`src/rtl/uart_cmd_pkg.sv`:
```
// Shared types and constants for the UART command framer and the arm controller.
package uart_cmd_pkg;

  typedef enum logic [1:0] {
    HUNT,
    GET_OP,
    GET_ARG,
    GET_CHK
  } frame_state_t;

  localparam logic [7:0] SYNC_BYTE_DEFAULT = 8'hAA;

  localparam logic [7:0] OP_NOP  = 8'h00;
  localparam logic [7:0] OP_MOVE = 8'h01;
  localparam logic [7:0] OP_HOME = 8'h02;
  localparam logic [7:0] OP_STOP = 8'h03;
  localparam logic [7:0] OP_GRIP = 8'h04;

  function automatic logic [7:0] frame_chk(input logic [7:0] op, input logic [7:0] arg);
    return op ^ arg;
  endfunction

endpackage

```
`src/rtl/rx_strobe_qualifier.sv`:
```
// Turns a receiver strobe that may stay high or chatter into one accept pulse per byte.
module rx_strobe_qualifier #(
  parameter int unsigned QUIET_CYCLES = 16
) (
  input  logic clk,
  input  logic rst_n,
  input  logic rx_ack,
  output logic accept
);

  localparam int unsigned QW = $clog2(QUIET_CYCLES + 1);

  logic [QW-1:0] quiet_cnt;
  logic          armed;

  assign accept = rx_ack && armed;

  // Any high cycle restarts the quiet window, so chatter never re-arms early.
  always_ff @(posedge clk or negedge rst_n) begin
    if (!rst_n) begin
      armed     <= 1'b1;
      quiet_cnt <= '0;
    end else if (rx_ack) begin
      armed     <= 1'b0;
      quiet_cnt <= '0;
    end else if (!armed) begin
      if (quiet_cnt == QW'(QUIET_CYCLES - 1)) begin
        armed     <= 1'b1;
        quiet_cnt <= '0;
      end else begin
        quiet_cnt <= quiet_cnt + 1'b1;
      end
    end
  end

endmodule

```
`src/rtl/uart_cmd_parser.sv`:
```
// Frames qualified UART bytes into sync/op/arg/checksum commands with a one-entry output register.
// Optional statistics counters are built when UART_CMD_PARSER_STATS_EN is defined.
module uart_cmd_parser
  import uart_cmd_pkg::*;
#(
  parameter int unsigned QUIET_CYCLES   = 16,
  parameter int unsigned TIMEOUT_CYCLES = 1_000_000,
  parameter logic [7:0]  SYNC_BYTE      = SYNC_BYTE_DEFAULT
) (
  input  logic        clk,
  input  logic        rst_n,
  input  logic        rx_ack,
  input  logic [7:0]  rx_data,
  output logic        cmd_valid,
  input  logic        cmd_ready,
  output logic [7:0]  cmd_op,
  output logic [7:0]  cmd_arg,
  output logic        err_chk,
  output logic        err_timeout,
  output logic        err_overflow,
  output logic [15:0] stat_good,
  output logic [15:0] stat_bad
);

  localparam int unsigned TW = $clog2(TIMEOUT_CYCLES + 1);

  frame_state_t  state;
  logic [7:0]    op_q;
  logic [7:0]    arg_q;
  logic [TW-1:0] idle_cnt;
  logic          accept;
  logic          frame_done;
  logic          frame_good;
  logic          frame_bad;
  logic          timeout_hit;
  logic          out_free;

  rx_strobe_qualifier #(
    .QUIET_CYCLES(QUIET_CYCLES)
  ) u_qual (
    .clk   (clk),
    .rst_n (rst_n),
    .rx_ack(rx_ack),
    .accept(accept)
  );

  assign frame_done  = accept && (state == GET_CHK);
  assign frame_good  = frame_done && (rx_data == frame_chk(op_q, arg_q));
  assign frame_bad   = frame_done && !frame_good;
  assign timeout_hit = (state != HUNT) && !accept && (idle_cnt == TW'(TIMEOUT_CYCLES));
  assign out_free    = !cmd_valid || cmd_ready;

  always_ff @(posedge clk or negedge rst_n) begin
    if (!rst_n) begin
      state        <= HUNT;
      op_q         <= '0;
      arg_q        <= '0;
      idle_cnt     <= '0;
      cmd_valid    <= 1'b0;
      cmd_op       <= '0;
      cmd_arg      <= '0;
      err_chk      <= 1'b0;
      err_timeout  <= 1'b0;
      err_overflow <= 1'b0;
    end else begin
      err_chk      <= frame_bad;
      err_timeout  <= timeout_hit;
      err_overflow <= frame_good && !out_free;

      // A load in the same cycle as a handshake overrides the drop of cmd_valid.
      if (cmd_valid && cmd_ready) cmd_valid <= 1'b0;
      if (frame_good && out_free) begin
        cmd_valid <= 1'b1;
        cmd_op    <= op_q;
        cmd_arg   <= arg_q;
      end

      if (state == HUNT || accept || timeout_hit) idle_cnt <= '0;
      else if (idle_cnt != '1)                    idle_cnt <= idle_cnt + 1'b1;

      if (timeout_hit) begin
        state <= HUNT;
      end else if (accept) begin
        case (state)
          HUNT:    if (rx_data == SYNC_BYTE) state <= GET_OP;
          GET_OP:  begin op_q  <= rx_data; state <= GET_ARG; end
          GET_ARG: begin arg_q <= rx_data; state <= GET_CHK; end
          GET_CHK: state <= HUNT;
          default: state <= HUNT;
        endcase
      end
    end
  end

`ifdef UART_CMD_PARSER_STATS_EN
  always_ff @(posedge clk or negedge rst_n) begin
    if (!rst_n) begin
      stat_good <= '0;
      stat_bad  <= '0;
    end else begin
      if (frame_good && stat_good != '1) stat_good <= stat_good + 1'b1;
      if ((frame_bad || timeout_hit) && stat_bad != '1) stat_bad <= stat_bad + 1'b1;
    end
  end
`else
  assign stat_good = '0;
  assign stat_bad  = '0;
`endif

endmodule
```
`config.mk`:
```
export PLATFORM = sky130hd
export DESIGN_NAME = uart_cmd_parser
export DESIGN_NICKNAME = d
export VERILOG_FILES = /design/src/rtl/uart_cmd_pkg.sv /design/src/rtl/rx_strobe_qualifier.sv /design/src/rtl/uart_cmd_parser.sv
export SDC_FILE = /design/constraint.sdc
export NUM_CORES = 1
export LEC_CHECK = 0
export CAP_MARGIN = 20
export CORE_ASPECT_RATIO = 2
export CORE_UTILIZATION = 54
export CTS_BUF_LIST = sky130_fd_sc_hd__clkbuf_8
export DETAILED_ROUTE_END_ITERATION = 7
export PLACE_DENSITY = 0.88
export RECOVER_POWER = 50
export SYNTH_ARGS = -nofsm -noshare
export SYNTH_HDL_FRONTEND = slang
export SYNTH_SLANG_ARGS = --single-unit
```
`constraint.sdc`:
```
create_clock -name clk -period 4.6 [get_ports clk]
set_input_delay 0.92 -clock clk [delete_from_list [all_inputs] [get_ports clk]]
set_output_delay 0.92 -clock clk [all_outputs]
set_load 0.05 [all_outputs]
```
---- Word level (Yosys, flattened, before mapping) ----
Cells that the tools add are included.
storage, ports and cells
  output and inout port bits .............. 52
  input bits .............................. 12
  word-level logic and storage cells ...... 64
  bits in registers ....................... 64
cells by class
  bitwise operators ....................... 2
  multiplexer cells ....................... 14
  reduce and logical (&&, ||, !) cells .... 24
  add/sub/neg operators ................... 2
  eq/ne operators ......................... 10
operator list
  operator                 count
  $mux W20                 2
  $add A20 B1 Y20 const B  1
  $eq A20 B20 Y1 const B   1
  $ne A20 B20 Y1 const B   1
  $mux W5                  3
  $logic_and A1 B1 Y1      9
  $eq A8 B8 Y1             1
  $eq A8 B8 Y1 const B     1
  $pmux W2 S4              1
  $reduce_bool A2 Y1       4
  $xor A8 B8 Y8            1
  $mux W2                  3
  $reduce_and A3 Y1        2
  $add A5 B1 Y5 const B    1
  $eq A5 B4 Y1 const B     1
  $mux W1                  5
  $eq A2 B2 Y1 const B     2
  $logic_not A1 Y1         4
  $logic_or A1 B1 Y1       3
  $ne A3 B2 Y1 const B     1
  $eq A2 B1 Y1 const B     1
  $logic_not A2 Y1         1
  $ne A2 B2 Y1 const B     1
  $reduce_and A2 Y1        1
  $not A1 Y1               1

---- Logic depth before layout (Yosys ltp) ----
  depth after elaboration ................. 6
  mapped depth ............................ 7
  mapped depth without buffers ............ 6

---- Modules after synthesis ----
From an unflattened synthesis, not the netlist that was laid out.
unflattened totals
  cell total of the unflattened synthesis .. 299
  area total of the unflattened synthesis .. 3349.5 sq um
by module, submodules not included
  module               cells each  sequential area each (sq um)  area each (sq um)  times used
  uart_cmd_parser      274         1451.4                        3060.4             1
  rx_strobe_qualifier  25          151.4                         289.0              1

---- Worst setup path after synthesis ----
Ideal clock, no wire load.
  path type ............................... input to register
  from .................................... input rx_data[2]
  to ...................................... register cmd_arg[0]
  required time ........................... 4475 ps
  library setup time ...................... 125 ps
  path slack .............................. 1841 ps
  buffers on the path ..................... 1
  arrival ................................. 2635 ps
  stages on the path ...................... 6
  path through ............................ xnor2_1 -> xnor2_1 -> or4_4 -> nor4_4 -> buf_6 -> mux2_2
on the way
  longest elaborated chain between the ends .. 3
RTL lines
  what                    RTL line               text
  start: declaration      uart_cmd_parser.sv:13  input logic [7:0] rx_data,
  $eq A8 B8 Y1            uart_cmd_parser.sv:48  assign frame_good = frame_done && (rx_data == frame_chk(op_q, arg_q));
  $logic_and A1 B1 Y1     uart_cmd_parser.sv:48
  $logic_and A1 B1 Y1     uart_cmd_parser.sv:72  if (frame_good && out_free) begin
  end signal: assignment  uart_cmd_parser.sv:75  cmd_arg <= arg_q;
  end: declaration        uart_cmd_parser.sv:17  output logic [7:0] cmd_arg,
Every way passes these cells.
A chain may end at the register's enable or synchronous reset.

==> impl_metrics.json <==
{
  "coreArea_um2": 5810,
  "r2r_cells": 6,
  "status": "finished with violations",
  "ys_warn_count": 0,
  "cp_slowest_cell": "clkbuf_1",
  "synth_area_um2": 3300,
  "initial_core_util_pct": 56.8,
  "clk_latency_ps": 340,
  "hold_violations": 0,
  "pre_cts_slack_ps": 1340,
  "synth.avg_cell_area_um2": 11.2,
  "cts_buffers": 9,
  "cellPowerDensity_nw_per_um2": 346,
  "yosysSeqAreaShare_pct": 48.6,
  "drtPass1Iterations": 7,
  "syn_to_final_growth_pct": 13.2,
  "critPathKind": "in -> async",
  "cts_resized": 0,
  "place_hpwl_mm": 4.35,
  "hold_class": "reg -> reg",
  "critical_path.max_fanout": 38,
  "drt-initial-drc-count": 88,
  "cp-endpoint": "idle_cnt[19]$_DFFE_PN0P_",
  "drv_slew": 39,
  "critical_path_buf_inv_count": 2,
  "period_share_pct": 69.1,
  "mostFrequentLayoutCells": "dfrtp_1 (63), mux2_2 (32), conb_1 (32)",
  "slew_headroom_pct": -29.5,
  "skew_ps": 6.68,
  "rr_endpoint": "cmd_arg[5]$_DFFE_PN0P_",
  "antenna_cells": 0,
  "gr-usage-all-layers_pct": 20.2,
  "fp.dieH_um": 113,
  "routed_via_density": 5.48,
  "wl_per_cell_um": 14.9,
  "grt-ovfl-total": 0,
  "die_area_um2": 6440,
  "finalWirelength_mm": 5.93,
  "violations": "design-rule violations, max-capacitance violations, max-slew violations",
  "cts_tree": "built",
  "grt_pass1_vias": 2187,
  "portBuffers": 31,
  "drc": 6,
  "tightest_slew_ps": 1940,
  "final_util_pct": 64.3,
  "critPathCaptureType": "async pin",
  "regToRegSetupSlack_ps": 2320,
  "max_stage_delay_ps": 1360,
  "drive_above_1_share_pct": 17.2,
  "fillers": 456,
  "finalNetCount": 352,
  "critPathLaunchType": "input port",
  "synthCells": 295,
  "die_w_um": 57.3,
  "path_clk_slew_ps": 70,
  "fin_tns_setup_ps": 0,
  "setup_viol": 0,
  "setup_ws_ps": 1420,
  "dp_cells": 383,
  "required_ps": 4820,
  "ys_ff_latch": 64,
  "grt_max_degree": 39,
  "final_common_cell": "dfrtp_1",
  "cp.depth": 2,
  "fmax_mhz": 315,
  "grt_pass1_wl_mm": 9.83,
  "synth_cell_types": 42,
  "cts.sinks": 64,
  "htreeDepth": 3,
  "stdcell_count": 399,
  "leakage_nw": 1.72,
  "cpMostUsedCell": "clkbuf_1",
  "p_total_mw": 1.29,
  "ctsHoldBuffers": 0,
  "r2r_start": "op_q[3]$_DFFE_PN0P_",
  "period_needed_ps": 3180,
  "peakVddDrop_mv": 0.234,
  "boundaryPins": 64,
  "rsz0062_at_grt": "false",
  "num_vias": 2186,
  "critPathArrivalTime_ps": 3400,
  "post_cts_buffers": 0,
  "setup.worst_path.start": "rst_n",
  "cp_cell_sequence": "clkbuf_1 -> clkbuf_1",
  "antenna_found_initial": 0,
  "cp_top_family": "buffers and inverters",
  "max_cap_violations": 1,
  "cts-root-buf": "clkbuf_8",
  "num_rows": 39,
  "postRouteAntennaNets": 0,
  "clk_path_buf_depth": 2,
  "gp_congestion": 0.797
}
==> where the power goes <==
part / switching (mW) / internal, mW
clock network: 0.211 / 0.245
registers: 0.0409 / 0.594
logic: 0.137 / 0.0658
total: 0.388 / 0.905
==> synth_stat cells <==
master	count	area (µm²)
xor2_1	5	43.8
dfstp_2	1	26.3
o31ai_1	3	22.5
and3b_1	1	8.76
inv_1	6	22.5
a21o_1	1	7.51
and3_1	1	6.26
a41oi_1	1	8.76
and2_1	3	18.8
or2_2	1	6.26
nor4b_1	6	52.6
a21oi_1	6	30.0
mux2_2	32	360
o21ai_0	1	5.00
nand2_1	13	48.8
and4bb_2	1	12.5
nor2_1	28	105
xnor2_1	29	254
and4_1	2	17.5
a211oi_1	2	15.0
nor3_1	9	45.0
nor3b_1	1	7.51
nand4_1	4	25.0
nand3_1	10	50.1
nand2b_1	1	6.26
nor4bb_1	1	10.0
a311oi_1	1	8.76
and2b_2	1	8.76
conb_1	1	3.75
o21ba_2	1	10.0
dfrtp_1	63	1580
nor4_4	1	21.3
a22oi_1	2	15.0
a21boi_0	3	22.5
buf_6	1	11.3
or4_4	1	11.3
nor2b_1	2	12.5
buf_2	1	5.00
ha_1	7	87.6
buf_4	32	240
clkbuf_1	4	15.0
nor4_1	5	31.3
==> per-stage QoR <==
step | instance area (µm²) | hold WS, ps
after floorplan | 3410 | 463
after global placement | 3550 | 490
after detailed placement | 3550 | 496
after CTS | 3740 | 511
after global routing | 3730 | 520
final | 3730 | 509
==> sequential cells by signal (all words and copies together) (netlist names) <==
| name | count |
|---|---|
| op_q | 8 |
| cmd_arg | 8 |
| state | 2 |
| cmd_op | 8 |
| u_qual.armed | 1 |
| cmd_valid | 1 |
| u_qual.quiet_cnt | 5 |
| err_timeout | 1 |
| err_chk | 1 |
| idle_cnt | 20 |
| err_overflow | 1 |
| arg_q | 8 |
==> cell families (layout without fill, tap and decap cells) <==
group / Yosys count / in the layout / share of synthesized area [%]
fa+ha+maj: 7 / 7 / 2.66
flops: 64 / 64 / 48.6
other cells: 1 / 32 / 0.114
simple gates: 92 / 92 / 15.3
compound gates: 21 / 21 / 4.40
buf+inv: 44 / 56 / 8.92
mux: 32 / 32 / 10.9
xor+xnor: 34 / 34 / 9.03
==> area by class of cell <==
| type | instances | area [µm²] | share of cell area [%] |
|---|---|---|---|
| tap | 61 | 76.3 | 2.04 |
| multi-input combinational | 218 | 1520 | 40.8 |
| inverter | 6 | 22.5 | 0.603 |
| sequential | 64 | 1600 | 42.9 |
| clock buffer | 9 | 124 | 3.32 |
| timing repair buffer | 34 | 323 | 8.65 |
| clock inverter | 7 | 62.6 | 1.68 |
==> per-layer routing <==
| layer | GRT usage (%) | share of wire [%] | vias to the layer above |
|---|---|---|---|
| met3 | 5.30 | 3.7 | 17 |
| met4 | 11.7 | 3.3 | 0 |
| met1 | 19.1 | 36 | 1079 |
| met2 | 37.5 | 57 | 59 |
| li1 | - | - | 1031 |
| met5 | 0 | 0 | - |
==> how the worst min path moves through the flow <==
stage          depth (start not counted)                        to                startpoint
3_3_place_gp                           1     cmd_op[2]$_DFFE_PN0P_     cmd_op[2]$_DFFE_PN0P_
3_5_place_dp                           1    cmd_arg[1]$_DFFE_PN0P_    cmd_arg[1]$_DFFE_PN0P_
5_1_grt                                1    cmd_arg[1]$_DFFE_PN0P_    cmd_arg[1]$_DFFE_PN0P_
2_1_floorplan                          1  idle_cnt[12]$_DFFE_PN0P_  idle_cnt[12]$_DFFE_PN0P_
4_1_cts                                1     cmd_op[4]$_DFFE_PN0P_     cmd_op[4]$_DFFE_PN0P_
6_report                               1     cmd_op[4]$_DFFE_PN0P_     cmd_op[4]$_DFFE_PN0P_
Power figures use the tool's default switching activity.
